===== config.mk =====
export PLATFORM = sky130hd
export DESIGN_NAME = vram_fetch_arbiter
export DESIGN_NICKNAME = d
export VERILOG_FILES = /design/src/rtl/vram_fetch_arbiter.sv
export SDC_FILE = /design/constraint.sdc
export NUM_CORES = 1
export LEC_CHECK = 0
export CORE_UTILIZATION = 40
export CTS_CLUSTER_DIAMETER = 30
export DETAILED_ROUTE_END_ITERATION = 6
export MAX_ROUTING_LAYER = met4
export PLACE_DENSITY_LB_ADDON = 0.3
export SYNTH_ARGS = -nofsm -noshare
export SYNTH_HDL_FRONTEND = slang
export SYNTH_SLANG_ARGS = --single-unit

===== constraint.sdc =====
create_clock -name pixclk -period 3.93 [get_ports pixclk]
set_clock_uncertainty 0.05 [all_clocks]
set_input_delay 0.393 -clock pixclk [delete_from_list [all_inputs] [get_ports pixclk]]
set_output_delay 0.393 -clock pixclk [all_outputs]
set_load 0.03 [all_outputs]

===== src/rtl/vram_fetch_arbiter.sv =====
// rtl/vram_fetch_arbiter.sv - text-mode VRAM port arbiter: display prefetch plus CPU req/ack access
//
// One single-port text VRAM is shared between the character display and
// the CPU. On active lines the display takes the port for one cycle per
// character cell (phase 0), one cell ahead of the beam. The CPU gets the
// port in every other cycle.
//
// Ports:
//   pixclk, n_rst          pixel clock, asynchronous active-low reset
//   hcnt, vcnt             counters from the HDMI timing generator
//   cpu_req/we/addr/wdata  CPU request, held until cpu_ack
//   cpu_ack, cpu_rdata     one-cycle completion pulse, read data in that cycle
//   mem_addr/we/wdata      VRAM port, mem_rdata returns one cycle after mem_addr
//   font_addr, font_data   font ROM {char_code, glyph_row}, data one cycle later
//   pix_on                 current pixel lit, one cycle after the beam position
module vram_fetch_arbiter #(
   parameter int H_START  = 160,
   parameter int V_START  = 29,
   parameter int COLS     = 64,
   parameter int ROWS     = 32,
   parameter int CELL_W   = 16,
   parameter int LINE_REP = 3
) (
   input  logic        pixclk,
   input  logic        n_rst,
   input  logic [10:0] hcnt,
   input  logic [10:0] vcnt,
   input  logic        cpu_req,
   input  logic        cpu_we,
   input  logic [10:0] cpu_addr,
   input  logic [7:0]  cpu_wdata,
   output logic        cpu_ack,
   output logic [7:0]  cpu_rdata,
   output logic [10:0] mem_addr,
   output logic        mem_we,
   output logic [7:0]  mem_wdata,
   input  logic [7:0]  mem_rdata,
   output logic [10:0] font_addr,
   input  logic [7:0]  font_data,
   output logic        pix_on
);

   localparam int PW   = $clog2(CELL_W);
   localparam int CW   = $clog2(COLS);
   localparam int RW   = (ROWS > 1) ? $clog2(ROWS) : 1;
   localparam int REPW = (LINE_REP > 1) ? $clog2(LINE_REP) : 1;

   localparam logic [10:0] WIN_LO = 11'(H_START - CELL_W);
   localparam logic [10:0] WIN_HI = 11'(H_START + (COLS - 1) * CELL_W);
   localparam logic [10:0] VIS_LO = 11'(H_START);
   localparam logic [10:0] VIS_HI = 11'(H_START + COLS * CELL_W);
   localparam logic [10:0] V_LO   = 11'(V_START);
   localparam logic [10:0] V_HI   = 11'(V_START + ROWS * 8 * LINE_REP);

   localparam logic [PW-1:0]   PH_ZERO  = '0;
   localparam logic [PW-1:0]   PH_ONE   = PW'(1);
   localparam logic [PW-1:0]   PH_TWO   = PW'(2);
   localparam logic [PW-1:0]   PH_LAST  = PW'(CELL_W - 1);
   localparam logic [PW-1:0]   SH_MASK  = PW'(CELL_W / 8 - 1);
   localparam logic [REPW-1:0] REP_LAST = REPW'(LINE_REP - 1);
   localparam logic [RW-1:0]   ROW_LAST = RW'(ROWS - 1);

   typedef enum logic [1:0] {
      S_IDLE,
      S_GRANT,
      S_ACK
   } state_t;

   state_t          state, state_nx;
   logic            run;
   logic [RW-1:0]   row;
   logic [REPW-1:0] rep;
   logic [2:0]      glyph;
   logic [7:0]      code, hold, shift;
   logic [10:0]     hoff;
   logic [PW-1:0]   phase;
   logic [CW-1:0]   fcol;
   logic [10:0]     disp_addr;
   logic            active_line, in_win, in_vis, disp_own, shift_step, cpu_grant;

   // Offset from the start of the fetch window; its low bits are the cell
   // phase, which lines up with the visible cells because the window starts
   // exactly one cell early.
   assign hoff        = hcnt - WIN_LO;
   assign phase       = PW'(hoff);
   assign fcol        = CW'(hoff >> PW);
   assign active_line = (vcnt >= V_LO) && (vcnt < V_HI);
   assign in_win      = active_line && (hcnt >= WIN_LO) && (hcnt < WIN_HI);
   assign in_vis      = active_line && (hcnt >= VIS_LO) && (hcnt < VIS_HI);
   assign shift_step  = (phase & SH_MASK) == SH_MASK;
   assign disp_addr   = 11'(row) * 11'(COLS) + 11'(fcol);

   // run stays low for the first cycle after reset release so that every
   // combinational output is 0 while n_rst is low, whatever the inputs do.
   assign disp_own    = run && in_win && (phase == PH_ZERO);

   always_ff @(posedge pixclk or negedge n_rst) begin
      if (!n_rst) begin
         row   <= '0;
         rep   <= '0;
         glyph <= '0;
      end else if (hcnt == '0) begin
         if (vcnt == V_LO) begin
            row   <= '0;
            rep   <= '0;
            glyph <= '0;
         end else if (active_line) begin
            if (rep == REP_LAST) begin
               rep <= '0;
               if (glyph == 3'd7) begin
                  glyph <= '0;
                  row   <= (row == ROW_LAST) ? '0 : row + RW'(1);
               end else begin
                  glyph <= glyph + 3'd1;
               end
            end else begin
               rep <= rep + REPW'(1);
            end
         end
      end
   end

   always_ff @(posedge pixclk or negedge n_rst) begin
      if (!n_rst) begin
         code   <= '0;
         hold   <= '0;
         shift  <= '0;
         pix_on <= 1'b0;
      end else begin
         if (in_win && phase == PH_ONE) code <= mem_rdata;
         if (in_win && phase == PH_TWO) hold <= font_data;
         // The next glyph byte lands on the last phase so its MSB is in
         // shift[7] on the first cycle of the cell.
         if (in_win && phase == PH_LAST)
            shift <= hold;
         else if (shift_step)
            shift <= {shift[6:0], 1'b0};
         pix_on <= in_vis && shift[7];
      end
   end

   always_ff @(posedge pixclk or negedge n_rst) begin
      if (!n_rst) begin
         state     <= S_IDLE;
         cpu_rdata <= '0;
         run       <= 1'b0;
      end else begin
         state <= state_nx;
         run   <= 1'b1;
         if (state == S_GRANT && !cpu_we) cpu_rdata <= mem_rdata;
      end
   end

   always_comb begin
      state_nx  = state;
      cpu_grant = 1'b0;
      case (state)
         S_IDLE: begin
            if (run && cpu_req && !disp_own) begin
               cpu_grant = 1'b1;
               state_nx  = S_GRANT;
            end
         end
         S_GRANT: state_nx = S_ACK;
         S_ACK:   state_nx = S_IDLE;
         default: state_nx = S_IDLE;
      endcase
   end

   always_comb begin
      mem_addr  = '0;
      mem_we    = 1'b0;
      mem_wdata = '0;
      font_addr = '0;
      cpu_ack   = (state == S_ACK);
      if (disp_own) begin
         mem_addr = disp_addr;
      end else if (cpu_grant) begin
         mem_addr  = cpu_addr;
         mem_we    = cpu_we;
         mem_wdata = cpu_wdata;
      end
      // On phase 1 the code is still on mem_rdata, so it is forwarded
      // straight to the font ROM; afterwards the latched copy holds it.
      if (run) begin
         if (in_win && phase == PH_ONE)
            font_addr = {mem_rdata, glyph};
         else
            font_addr = {code, glyph};
      end
   end

endmodule

==> metrics.cfg, run 1 <==
[timing]
worst_pin_slew_ns = 0.984
final_max_slew_viol_count = 0
whs_ns = 0.195
period_minus_slack_ns = 3.68
relSlewSlack_pct = 34.4
fmax_mhz = 272
setup_viol = 0
grt_setup_unrepaired = no
tns_ns = 0
hold_viol_final = 0
period_share_pct = 93.6

[drt]
first_pass_iters = 6
dr_total_vias = 2354
ant_nets = 0
viasPerCell = 5.28
routed_wl_microns = 6320
dr.first_iter.drc_count = 109
drc = 7
routedWlPerCell_microns = 14.2

[pwr]
ir_drop_mv = 0.224
powerDensity_nw_per_um2 = 330
power.leakage_nw = 1.77

[critical_path]
cp-start-kind = input port
crit_arrival_ns = 3.24
critPathMaxFanout = 12
critPathCaptureType = output pin
required_ns = 3.49
critPathKind = in2out

[die]
start_util_pct = 42.1
dieHeight_microns = 84.2
core_sq_um = 6420
rows = 29
ios = 102
die_area_sq_um = 7090
die_x_microns = 84.2

[cells_and_area]
n_fill_cell = 567
diodes = 0
final_layout_size_suffix_gt1_share_pct = 15.4
nNetsFinal = 437
utilization_pct = 60.4
area.growth.synth_to_final_pct = 43.4

[yosys]
ys_warn_count = 0
yosysTopAreaCell = dfrtp_1
syn_nets = 335
syn_avg_cell_area_sq_um = 10.2
synth_edf_count = 0
ys_async_sr_fraction_pct = 100
ys_seq_area_share_pct = 42.6
synthDistinctLibCells = 46
ys_ff_latch = 46
synthCells = 266
synth_ff_type = dfrtp_1
netlist_area_sq_um = 2700
post-synth-top-count-cell = dfrtp_1
synth.area.top_cells = dfrtp_1, mux2_2, mux2i_1
synth_top_area_share_pct = 42.6
synthTopCellsByCount = dfrtp_1, nand2_1, mux2_2, mux2i_1, o21ai_0

[clock_tree]
cts_sinks = 46
post_cts_buffers = 0
hold_buffers = 0
clk_latency_ns = 0.30
cts.path.max_buffers = 2
cts_root_buffer = clkbuf_8
ctsResizeCount = 0
clk_pin_slew_ns = 0.08
numCtsBuffers = 5
cts_tree = done
htree_num_levels = 2

[place]
hpwlAfterDp_microns = 4900
io_buffers = 101
gp_congestion = 0.814

[status]
violations = DRC
outcome = complete, but fails checks

[grt]
antenna_found_initial = 0
overflow = 0
first_global_vias = 2317
track_usage_pct = 19.8
grt_max_degree = 47
grt_pass1_wl_microns = 10900

[run]
drv_cap = 0

[hold_path]
hold_path.class = in2async

[metrics by stage]
stage                     area, sq um  instances  setup WS (ns)  power, mW
after detailed placement         3760        438          0.264      0.937
after CTS                        3880        446          0.255       1.30
after floorplan                  2700        266           1.24      0.753
after global routing             3880        446         0.0425       1.35
final                            3880        446          0.251       1.28
after global placement           3760        438          0.296      0.928
[state kept, by name (all words and copies together), names as in the netlist]
| register | cells |
|---|---|
| shift | 8 |
| cpu_rdata | 8 |
| glyph | 3 |
| hold | 8 |
| rep | 2 |
| run | 1 |
| pix_on | 1 |
| state | 2 |
| code | 8 |
| row | 5 |
[critical path, cell delays in order]
cell and delay, ns:
clkdlybuf4s50_1 0.41, o2111ai_1 0.24, a21oi_1 0.12, nor3_1 0.59, nand4_1 0.52, and3_1 0.36
clkdlybuf4s50_1 0.59
[cell usage in the layout, fill, tap and decap left out, types with 3 or more instances in the layout]
master	count
inv_1	9
o21ai_0	16
nor4_1	4
nand4_1	3
a221o_1	7
and2_1	5
a21oi_1	3
mux2_2	22
or3_1	3
mux2i_1	22
dfrtp_1	46
clkbuf_8	5
and3_1	12
nand2_1	38
nor3_1	4
xnor2_1	3
buf_4	18
clkdlybuf4s50_1	89
nor2b_1	11
ha_1	8
nor2_1	7
[routing by layer]
layer / GRT usage [%] / share of wire, % / routed length, microns
met5: - / 0 / 0
met4: 6.74 / 1.3 / 80
met1: 23.2 / 42 / 2680
met2: 33.9 / 53 / 3320
met3: 4.33 / 3.7 / 232
[power by group]
part	internal, mW	switching, mW
clock network	0.191	0.163
logic	0.188	0.174
registers	0.531	0.0308
[kinds of logic after synthesis]
kind of cell,after synthesis,synth area share [%]
buffers and inverters,22,3.70
muxes,46,18.4
xor gates and xnor gates,4,1.30
DFF,46,42.6
and+or+nand+nor,103,21.0
other,1,0.139
adders and majority gates,8,3.70
AOI/OAI and AO/OA,36,9.16
[area by class of cell]
type	instances	area (sq um)	area share (%)
Inverter	9	33.8	0.871
Timing Repair Buffer	108	1030	26.6
Multi-Input combinational cell	198	1450	37.5
Tap cell	77	96.3	2.48
Clock inverter	3	43.8	1.13
Sequential cell	46	1150	29.7
Clock buffer	5	68.8	1.77
[worst paths after layout]
check / depth (start not counted) / start / slack (ns) / end
max in group asynchronous: 1 / n_rst / 3.03 / pix_on
worst min register to register: 1 / state[1] / 0.43 / state[1]
worst min-delay path: 1 / n_rst / 0.20 / code[6]
worst max register to register: 5 / row[0] / 2.11 / row[0]
min in group pixclk: 1 / state[1] / 0.43 / state[1]
worst max-delay path: 7 / vcnt[1] / 0.25 / mem_wdata[3]
Note: power is estimated with default switching activity, not from simulation.
==> run 2: changes to the inputs <==
--- a/config.mk
+++ b/config.mk
@@ -5,7 +5,7 @@
 export SDC_FILE = /design/constraint.sdc
 export NUM_CORES = 1
 export LEC_CHECK = 0
-export CORE_UTILIZATION = 40
+export CORE_UTILIZATION = 45
 export CTS_CLUSTER_DIAMETER = 30
 export DETAILED_ROUTE_END_ITERATION = 6
 export MAX_ROUTING_LAYER = met4
==> metrics.cfg, run 2 (synthesis gave the netlist of run 1 again) <==
[die]
die_area_sq_um = 6320  ; -11%
core_sq_um = 5640  ; -12%
rows = 27  ; -6.9%
dieHeight_microns = 79.5  ; -5.6%
die_x_microns = 79.5  ; -5.6%
ios = 102  ; unchanged
start_util_pct = 47.9  ; +5.8 points

[grt]
grt_max_degree = 47  ; unchanged
first_global_vias = 2246  ; -3.1%
grt_pass1_wl_microns = 10200  ; -6.2%
track_usage_pct = 21.3  ; +1.5 points
antenna_found_initial = 0  ; unchanged
overflow = 0  ; unchanged

[timing]
grt_setup_unrepaired = no
tns_ns = 0  ; unchanged
period_share_pct = 90.8  ; -2.9 points
worst_pin_slew_ns = 0.978  ; -0.00509 ns
relSlewSlack_pct = 34.8  ; +0.34 points
fmax_mhz = 280  ; +3.1%
hold_viol_final = 0  ; unchanged
final_max_slew_viol_count = 0  ; unchanged
setup_viol = 0  ; unchanged
period_minus_slack_ns = 3.57  ; -0.112 ns

[cells_and_area]
nNetsFinal = 436  ; -0.23%
regArea_sq_um = 1150  ; unchanged
diodes = 0  ; unchanged
n_fill_cell = 461  ; -19%
area.growth.synth_to_final_pct = 42.9
multi_input_area_sq_um = 1460  ; +0.34%
final_cell_mix = clkdlybuf4s50_1, dfrtp_1, nand2_1, mux2i_1, mux2_2
final_layout_size_suffix_gt1_share_pct = 14.9  ; -0.50 points
final_common_cell = clkdlybuf4s50_1
design_area_sq_um = 3860  ; -0.39%

[drt]
dr.first_iter.drc_count = 120  ; +10%
ant_nets = 0  ; unchanged
routed_wl_microns = 6270  ; -0.82%
dr_total_vias = 2347  ; -0.30%
first_pass_iters = 4  ; -2
routedWlPerCell_microns = 14.2  ; +0.53%
viasPerCell = 5.33  ; +1.1%
drc = 0  ; -7

[critical_path]
reg2regPathDepth = 5  ; unchanged
crit_arrival_ns = 3.12  ; -0.12 ns
critPathKind = in2out
cpPeakStageDelay_ns = 0.67  ; +0.08 ns
critical_path.slowest_cell = clkdlybuf4s50_1
cpMostUsedCell = clkdlybuf4s50_1
r2r_slack_ns = 2.14  ; +0.03 ns
critPathCaptureType = output pin
critPathMaxFanout = 13  ; +1
cp-start-kind = input port
worstPathCellList = clkdlybuf4s50_1, or3_4, a311o_1, and3_4, nand4_1, and3_1, clkdlybuf4s50_1
required_ns = 3.49  ; about the same

[pwr]
p_clk_share_pct = 26.8  ; -0.9 points
powerDensity_nw_per_um2 = 327  ; -0.88%
ir_drop_mv = 0.264  ; +18%
p_sw_mw = 0.353  ; -4.2%
internal_power_mw = 0.909  ; about the same
power_frac_seq_pct = 44.7  ; +0.7 points
combPwrFrac_pct = 28.5  ; about the same
power.leakage_nw = 1.76  ; -0.57%
p_sw_share_pct = 28.0  ; -0.86 points

[clock_tree]
numCtsBuffers = 5  ; unchanged
clk_latency_ns = 0.29  ; about the same
post_cts_buffers = 0  ; unchanged
htree_num_levels = 2  ; unchanged
cts_sinks = 46  ; unchanged
cts_tree = done
cts.path.max_buffers = 2  ; unchanged
cts_root_buffer = clkbuf_8
clk_pin_slew_ns = 0.08  ; about the same

[place]
gp_congestion = 0.843  ; +3.6%
placed_cell_area_sq_um = 3750  ; -0.37%
hpwlAfterDp_microns = 4790  ; -2.4%
io_buffers = 101  ; unchanged

[hold_path]
hold_path.class = in2async

[run]
drv_cap = 0  ; unchanged

[status]
outcome = complete, no violations

==> run 2: cell count changes in the layout (fill, tap and decap cells not counted), sizes merged <==
| cell | change |
|---|---|
| clkbuf | +2 |
| buf | -1 |
| clkinv | -1 |
| inv | -1 |
==> run 2: per-layer routing <==
metal  vias to the layer above  GRT usage, %  wire, microns
met3                         7          3.43            205
li1                       1159             -              -
met4                         0          6.00             64
met2                        53          38.3           3340
met5                         -             -              0
met1                      1128          24.4           2660
==> run 2: critical path, delay by kind of cell <==
| family | cells | cell delay (ns) |
|---|---|---|
| AND/OR/NAND/NOR | 4 | 1.20 |
| buffers and inverters | 2 | 1.19 |
| AO/OA/AOI/OAI | 1 | 0.34 |
==> run 2: layout make-up <==
cell class                 instances  share of cell area [%]
multi-input combinational        198                    37.7
sequential                        46                    29.8
timing repair buffer             107                    26.5
tap                               72                    2.33
clock buffer                       7                    1.98
inverter                           9                   0.875
clock inverter                     1                   0.777
==> run 2: final timing paths <==
| kind | from | to |
|---|---|---|
| worst max register to register | row[0] | row[0] |
| worst max-delay path | hcnt[6] | mem_wdata[1] |
| max in group asynchronous | n_rst | hold[6] |
| worst min register to register | state[1] | state[1] |
| min in group pixclk | state[1] | state[1] |
| worst min-delay path | n_rst | row[3] |
==> run 2: through the flow <==
step	setup slack (ns)	util [%]	hold slack, ns	instances	power [mW]
finish	0.363	68.5	0.199	440	1.26
global route	0.237	68.5	0.280	440	1.32
CTS	0.185	68.4	0.228	440	1.28
detailed placement	0.202	66.5	0.412	432	0.934
global placement	0.322	66.5	0.397	432	0.924
floorplan	1.24	-	0.0474	266	0.753
==> run 2: power by group through the flow <==
stage               sequential [mW]  combinational (mW)  clock (mW)
floorplan                     0.611               0.142           0
global placement              0.569               0.355           0
detailed placement            0.573               0.361           0
CTS                           0.564               0.362       0.349
global route                  0.571               0.384       0.365
finish                        0.563               0.360       0.339
==> run 2: timing repair <==
item                       CTS  global route
hold buffers                 0             0
setup endpoints to repair    0             9
resized for setup            0             1
==> run 3: changes to the inputs <==
--- a/config.mk
+++ b/config.mk
@@ -5,6 +5,7 @@
 export SDC_FILE = /design/constraint.sdc
 export NUM_CORES = 1
 export LEC_CHECK = 0
+export CORE_MARGIN = 5
 export CORE_UTILIZATION = 45
 export CTS_CLUSTER_DIAMETER = 30
 export DETAILED_ROUTE_END_ITERATION = 6
==> metrics.cfg, run 3 (synthesis gave the netlist of run 1 again) <==
[status]
outcome = complete, no violations

[cells_and_area]
fin_cells = 445  ; +1.1%
final_layout_size_suffix_gt1_share_pct = 15.7  ; +0.73 points
utilization_pct = 65.9  ; -2.6 points
n_fill_cell = 504  ; +9.3%
final_cell_mix = clkdlybuf4s50_1, dfrtp_1, nand2_1, mux2i_1, mux2_2
final_common_cell = clkdlybuf4s50_1
nNetsFinal = 438  ; +0.46%
area.growth.synth_to_final_pct = 43.5
diodes = 0  ; unchanged

[run]
drv_cap = 0  ; unchanged

[clock_tree]
hold_buffers = 0  ; unchanged
post_cts_buffers = 0  ; unchanged
ctsResizeCount = 0  ; unchanged
clk_latency_ns = 0.29  ; about the same
htree_num_levels = 2  ; unchanged
numCtsBuffers = 5  ; unchanged
clk_pin_slew_ns = 0.08  ; about the same
cts_tree = done
cts_sinks = 46  ; unchanged
cts.path.max_buffers = 2  ; unchanged
cts_root_buffer = clkbuf_8

[drt]
ant_nets = 0  ; unchanged
first_pass_iters = 4  ; unchanged
viasPerCell = 5.33  ; -0.15%
routedWlPerCell_microns = 14.8  ; +4.3%
dr_total_vias = 2370  ; +0.98%
routed_wl_microns = 6610  ; +5.5%
dr.first_iter.drc_count = 105  ; -13%
drc = 0  ; unchanged

[timing]
period_share_pct = 88.5  ; -2.2 points
fmax_mhz = 287  ; +2.5%
final_max_slew_viol_count = 0  ; unchanged
period_minus_slack_ns = 3.48  ; -0.0883 ns
hold_viol_final = 0  ; unchanged
setup_slack_ns = 0.452  ; +0.0883 ns
worst_pin_slew_ns = 0.971  ; -0.00748 ns
tns_ns = 0  ; unchanged
grt_setup_unrepaired = no
relSlewSlack_pct = 35.3  ; +0.50 points
setup_viol = 0  ; unchanged

[critical_path]
critPathMaxFanout = 16  ; +3
required_ns = 3.49  ; about the same
critPathCaptureType = output pin
critical_path_buf_inv_count = 2  ; unchanged
worstPathCellList = clkdlybuf4s50_1, or3_4, a311o_1, and3_4, and3_4, mux2i_1, clkdlybuf4s50_1
cp-start-kind = input port
cpPeakStageDelay_ns = 0.70  ; +0.03 ns
crit_arrival_ns = 3.04  ; -0.08 ns
critical_path.slowest_cell = clkdlybuf4s50_1
critPathKind = in2out
cp_top_family = buffers and inverters

[pwr]
power.leakage_nw = 1.77  ; +0.61%
ir_drop_mv = 0.253  ; -4.3%
p_total_mw = 1.22  ; -3.7%
powerDensity_nw_per_um2 = 313  ; -4.1%

[die]
die_x_microns = 87.5  ; +10%
dieHeight_microns = 87.5  ; +10%
die_area_sq_um = 7660  ; +21%
ios = 102  ; unchanged
rows = 28  ; +3.7%
start_util_pct = 45.9  ; -2.0 points
core_sq_um = 5890  ; +4.3%

[grt]
antenna_found_initial = 0  ; unchanged
grt_pass1_wl_microns = 10700  ; +4.9%
overflow = 0  ; unchanged
track_usage_pct = 18.0  ; -3.4 points
first_global_vias = 2288  ; +1.9%
grt_max_degree = 47  ; unchanged

[place]
pre_cts_slack_ns = 0.449  ; +0.248 ns
dpl.cell_count = 437  ; +1.2%
io_buffers = 101  ; unchanged
gp_congestion = 0.828  ; -1.8%
hpwlAfterDp_microns = 5250  ; +9.7%

[hold_path]
hold_path.class = in2async

[run 3: cell types whose count changed in the layout (fill, tap and decap cells not counted)]
cell       change
clkinv_2       +1
clkbuf_8       +1
bufinv_16      -1
buf_12         +1
buf_4          +1
clkbuf_1       -1
[run 3: area by class of cell]
type                       instances  area (sq um)  share of cell area [%]
timing repair buffer             109          1050                    27.1
sequential                        46          1150                    29.7
clock inverter                     1          5.00                   0.129
inverter                           9          33.8                   0.871
clock buffer                       7          86.3                    2.23
tap                               75          93.8                    2.42
multi-input combinational        198          1460                    37.6
[run 3: worst paths after layout]
| kind | from | to | depth (start not counted) | slack (ns) |
|---|---|---|---|---|
| setup / recovery | hcnt[6] | font_addr[3] | 7 | 0.45 |
| max in group asynchronous | n_rst | cpu_rdata[7] | 1 | 3.02 |
| min in group pixclk | rep[1] | rep[0] | 1 | 0.45 |
| hold reg to reg | rep[1] | rep[0] | 1 | 0.45 |
| setup reg to reg | state[0] | cpu_rdata[5] | 3 | 2.09 |
| hold / removal | n_rst | state[0] | 1 | 0.20 |
[run 3: worst register-to-register path, cell delays in order (launching register included)]
cell and delay, ns:
dfrtp_1 0.39, nor2b_1 0.19, nor2b_1 0.68, mux2_2 0.42
[run 3: power breakdown]
part | leakage (nW) | internal [mW] | switching (mW)
Sequential | 0.598 | 0.531 | 0.0311
Combinational | 1.13 | 0.190 | 0.176
Clock | 0.0482 | 0.142 | 0.145
[run 3: routing by layer]
layer,vias to the layer above,track usage [%],share of wire (%)
met3,11,3.31,4.2
met4,0,4.18,1.5
li1,1161,-,-
met1,1151,21.5,41
met5,-,-,0
met2,47,31.2,53
[run 3: per-stage QoR]
| stage | cell area, sq um | hold slack [ns] |
|---|---|---|
| after floorplan | 2700 | 0.0474 |
| after global placement | 3790 | 0.415 |
| after detailed placement | 3790 | 0.429 |
| after CTS | 3880 | 0.244 |
| after global routing | 3880 | 0.297 |
| final | 3880 | 0.202 |
==> edit, RTL diff (config.mk and constraints of run 1) <==
The parameter `CELL_W` goes from 16 to 32.
--- a/src/rtl/vram_fetch_arbiter.sv
+++ b/src/rtl/vram_fetch_arbiter.sv
@@ -20,3 +20,3 @@
    parameter int ROWS     = 32,
-   parameter int CELL_W   = 16,
+   parameter int CELL_W   = 32,
    parameter int LINE_REP = 3
Check against the original RTL: not equivalent (Yosys sat finds a counterexample within 4 cycles, from zero or initial values and one cycle with n_rst low).
==> edit against run 1 <==
  * Sequential cell count decreased by 8
  * Cell count decreased by 22%
  * First-iteration DRC count shrank 20%
  * Worst setup slack better by 0.34 ns
  * Total power down 23%
  * Synthesized area down 26%
  * Wire length fell by 32%
  * Sequential share of layout area rose by 1.4 points
  * Final area decreased by 21%
==> edit: results (changes against run 1) <==
status=finished clean; Post-synth top cells=38 x dfrtp_1, 16 x mux2_2, 15 x nand2_1; Total GRT Usage=0.173 (-0.0250); largest registers=code: 8 flops, cpu_rdata: 8 flops, shift: 8 flops; syn nets=261 (-22%); Worst R2R Setup Slack=2.23 ns (+0.12 ns); FFs w/ async S/R, synth=1.00 (unchanged); Routed Wire Length=4.27 mm (-32%); Worst VDD drop=0.000355 V (+59%); routed via count=1734 (-26%); P_leak=1.36 nW (-23%); library cells used by synthesis=38 (-17%); htree depth=2 (unchanged); Area contributors post-synth=dfrtp_1 48%, mux2_2 9.1%, and2_1 4.1%; initial drt markers=87 (-20%); largest net degree at the start of global routing=39 (-17%); post_cts resized=0 (unchanged); ANT cells=0 (unchanged); capture point of the worst path=mem_addr[5]; DP HPWL=3.32 mm (-32%); Slew @ Worst Pin=0.809 ns (-0.174 ns); R2R cell count=3 (-2); vias in the first global route=1542 (-33%); area leader, netlist=dfrtp_1; IO Port Bufs=93 (-7.9%); reg2reg start=state[1]$_DFFE_PN0P_; clock root buffer master=clkbuf_8; Nets=347 (-21%); initial antenna violation count=0 (unchanged); GP Congestion=0.736 (-9.6%); iteration count of the initial detailed-routing pass=4 (-2); first-pass GRT wire length=6.87 mm (-37%); Clock Latency Late Sink=0.29 ns; worst slack, placed=0.573 ns (+0.309 ns); f_max=299 MHz (+10%); Worst Setup SP=vcnt[5]; worst path arrival time=2.90 ns (-0.34 ns); Seq/Total Area, Yosys=0.478 (+0.0520); layout cells sized above 1=0.107 (-0.0477); reg2reg end=cpu_rdata[4]$_DFFE_PN0P_; Worst Path Max Fanout=29 (+17); Remaining DRCs=0 (-7)
[edit: area by class of cell]
cell class,count,area [um^2]
clock inverters,3,40.0
clock buffers,5,68.8
fillers,427,1700
repair buffers,96,948
well taps,67,83.8
inverters,3,11.3
multi-input cells,136,951
flip-flops and latches,38,951
[edit: stage by stage]
step           utilization  instances  hold WS [ns]  total power (W)  instance area, um^2
4_1_cts              0.642        348         0.164          0.00100                 3050
3_5_place_dp         0.619        340         0.310         0.000679                 2950
2_1_floorplan            -        194        0.0474         0.000544                 1990
3_3_place_gp         0.619        340         0.308         0.000675                 2950
5_1_grt              0.642        348         0.211          0.00103                 3050
6_report             0.642        348         0.137         0.000987                 3050
[edit: kinds of logic (layout without fill, tap and decap cells)]
family | Yosys count | after routing | share of synthesized area
compound gates | 28 | 28 | 0.0949
xor+xnor | 1 | 1 | 0.00440
fa+ha+maj | 6 | 6 | 0.0377
buf+inv | 20 | 107 | 0.0446
flops | 38 | 38 | 0.478
mux | 16 | 16 | 0.0905
other cells | 1 | 1 | 0.00188
simple gates | 84 | 84 | 0.248
[edit: layer usage]
layer | global-route usage | share of wire | vias to the layer above
li1 | - | - | 866
met1 | 0.212 | 0.46 | 804
met2 | 0.273 | 0.46 | 56
met3 | 0.0486 | 0.072 | 8
met4 | 0.0654 | 0.014 | 0
met5 | - | 0 | -
[edit: worst max-delay path: stages]
cell	delay, ns
clkdlybuf4s50_1	0.46
nand4bb_1	0.24
or4_4	0.55
nand4_1	0.10
buf_4	0.25
nand3_1	0.11
o31ai_1	0.07
clkdlybuf4s50_1	0.72
[edit: power by group]
part / switching (W) / internal, W
logic: 0.000114 / 0.000126
registers: 0.0000129 / 0.000415
clock network: 0.000133 / 0.000187
total: 0.000259 / 0.000728
[edit: worst min path at each step]
stage,startpoint,end,slack (ns),cells after the start
2_1_floorplan,n_rst,code[0]$_DFFE_PN0N_,0.05,0
3_3_place_gp,code[3]$_DFFE_PN0N_,code[3]$_DFFE_PN0N_,0.31,0
3_5_place_dp,code[2]$_DFFE_PN0N_,code[2]$_DFFE_PN0N_,0.31,0
4_1_cts,n_rst,cpu_rdata[1]$_DFFE_PN0P_,0.16,1
5_1_grt,n_rst,cpu_rdata[1]$_DFFE_PN0P_,0.21,1
6_report,n_rst,cpu_rdata[1]$_DFFE_PN0P_,0.14,1
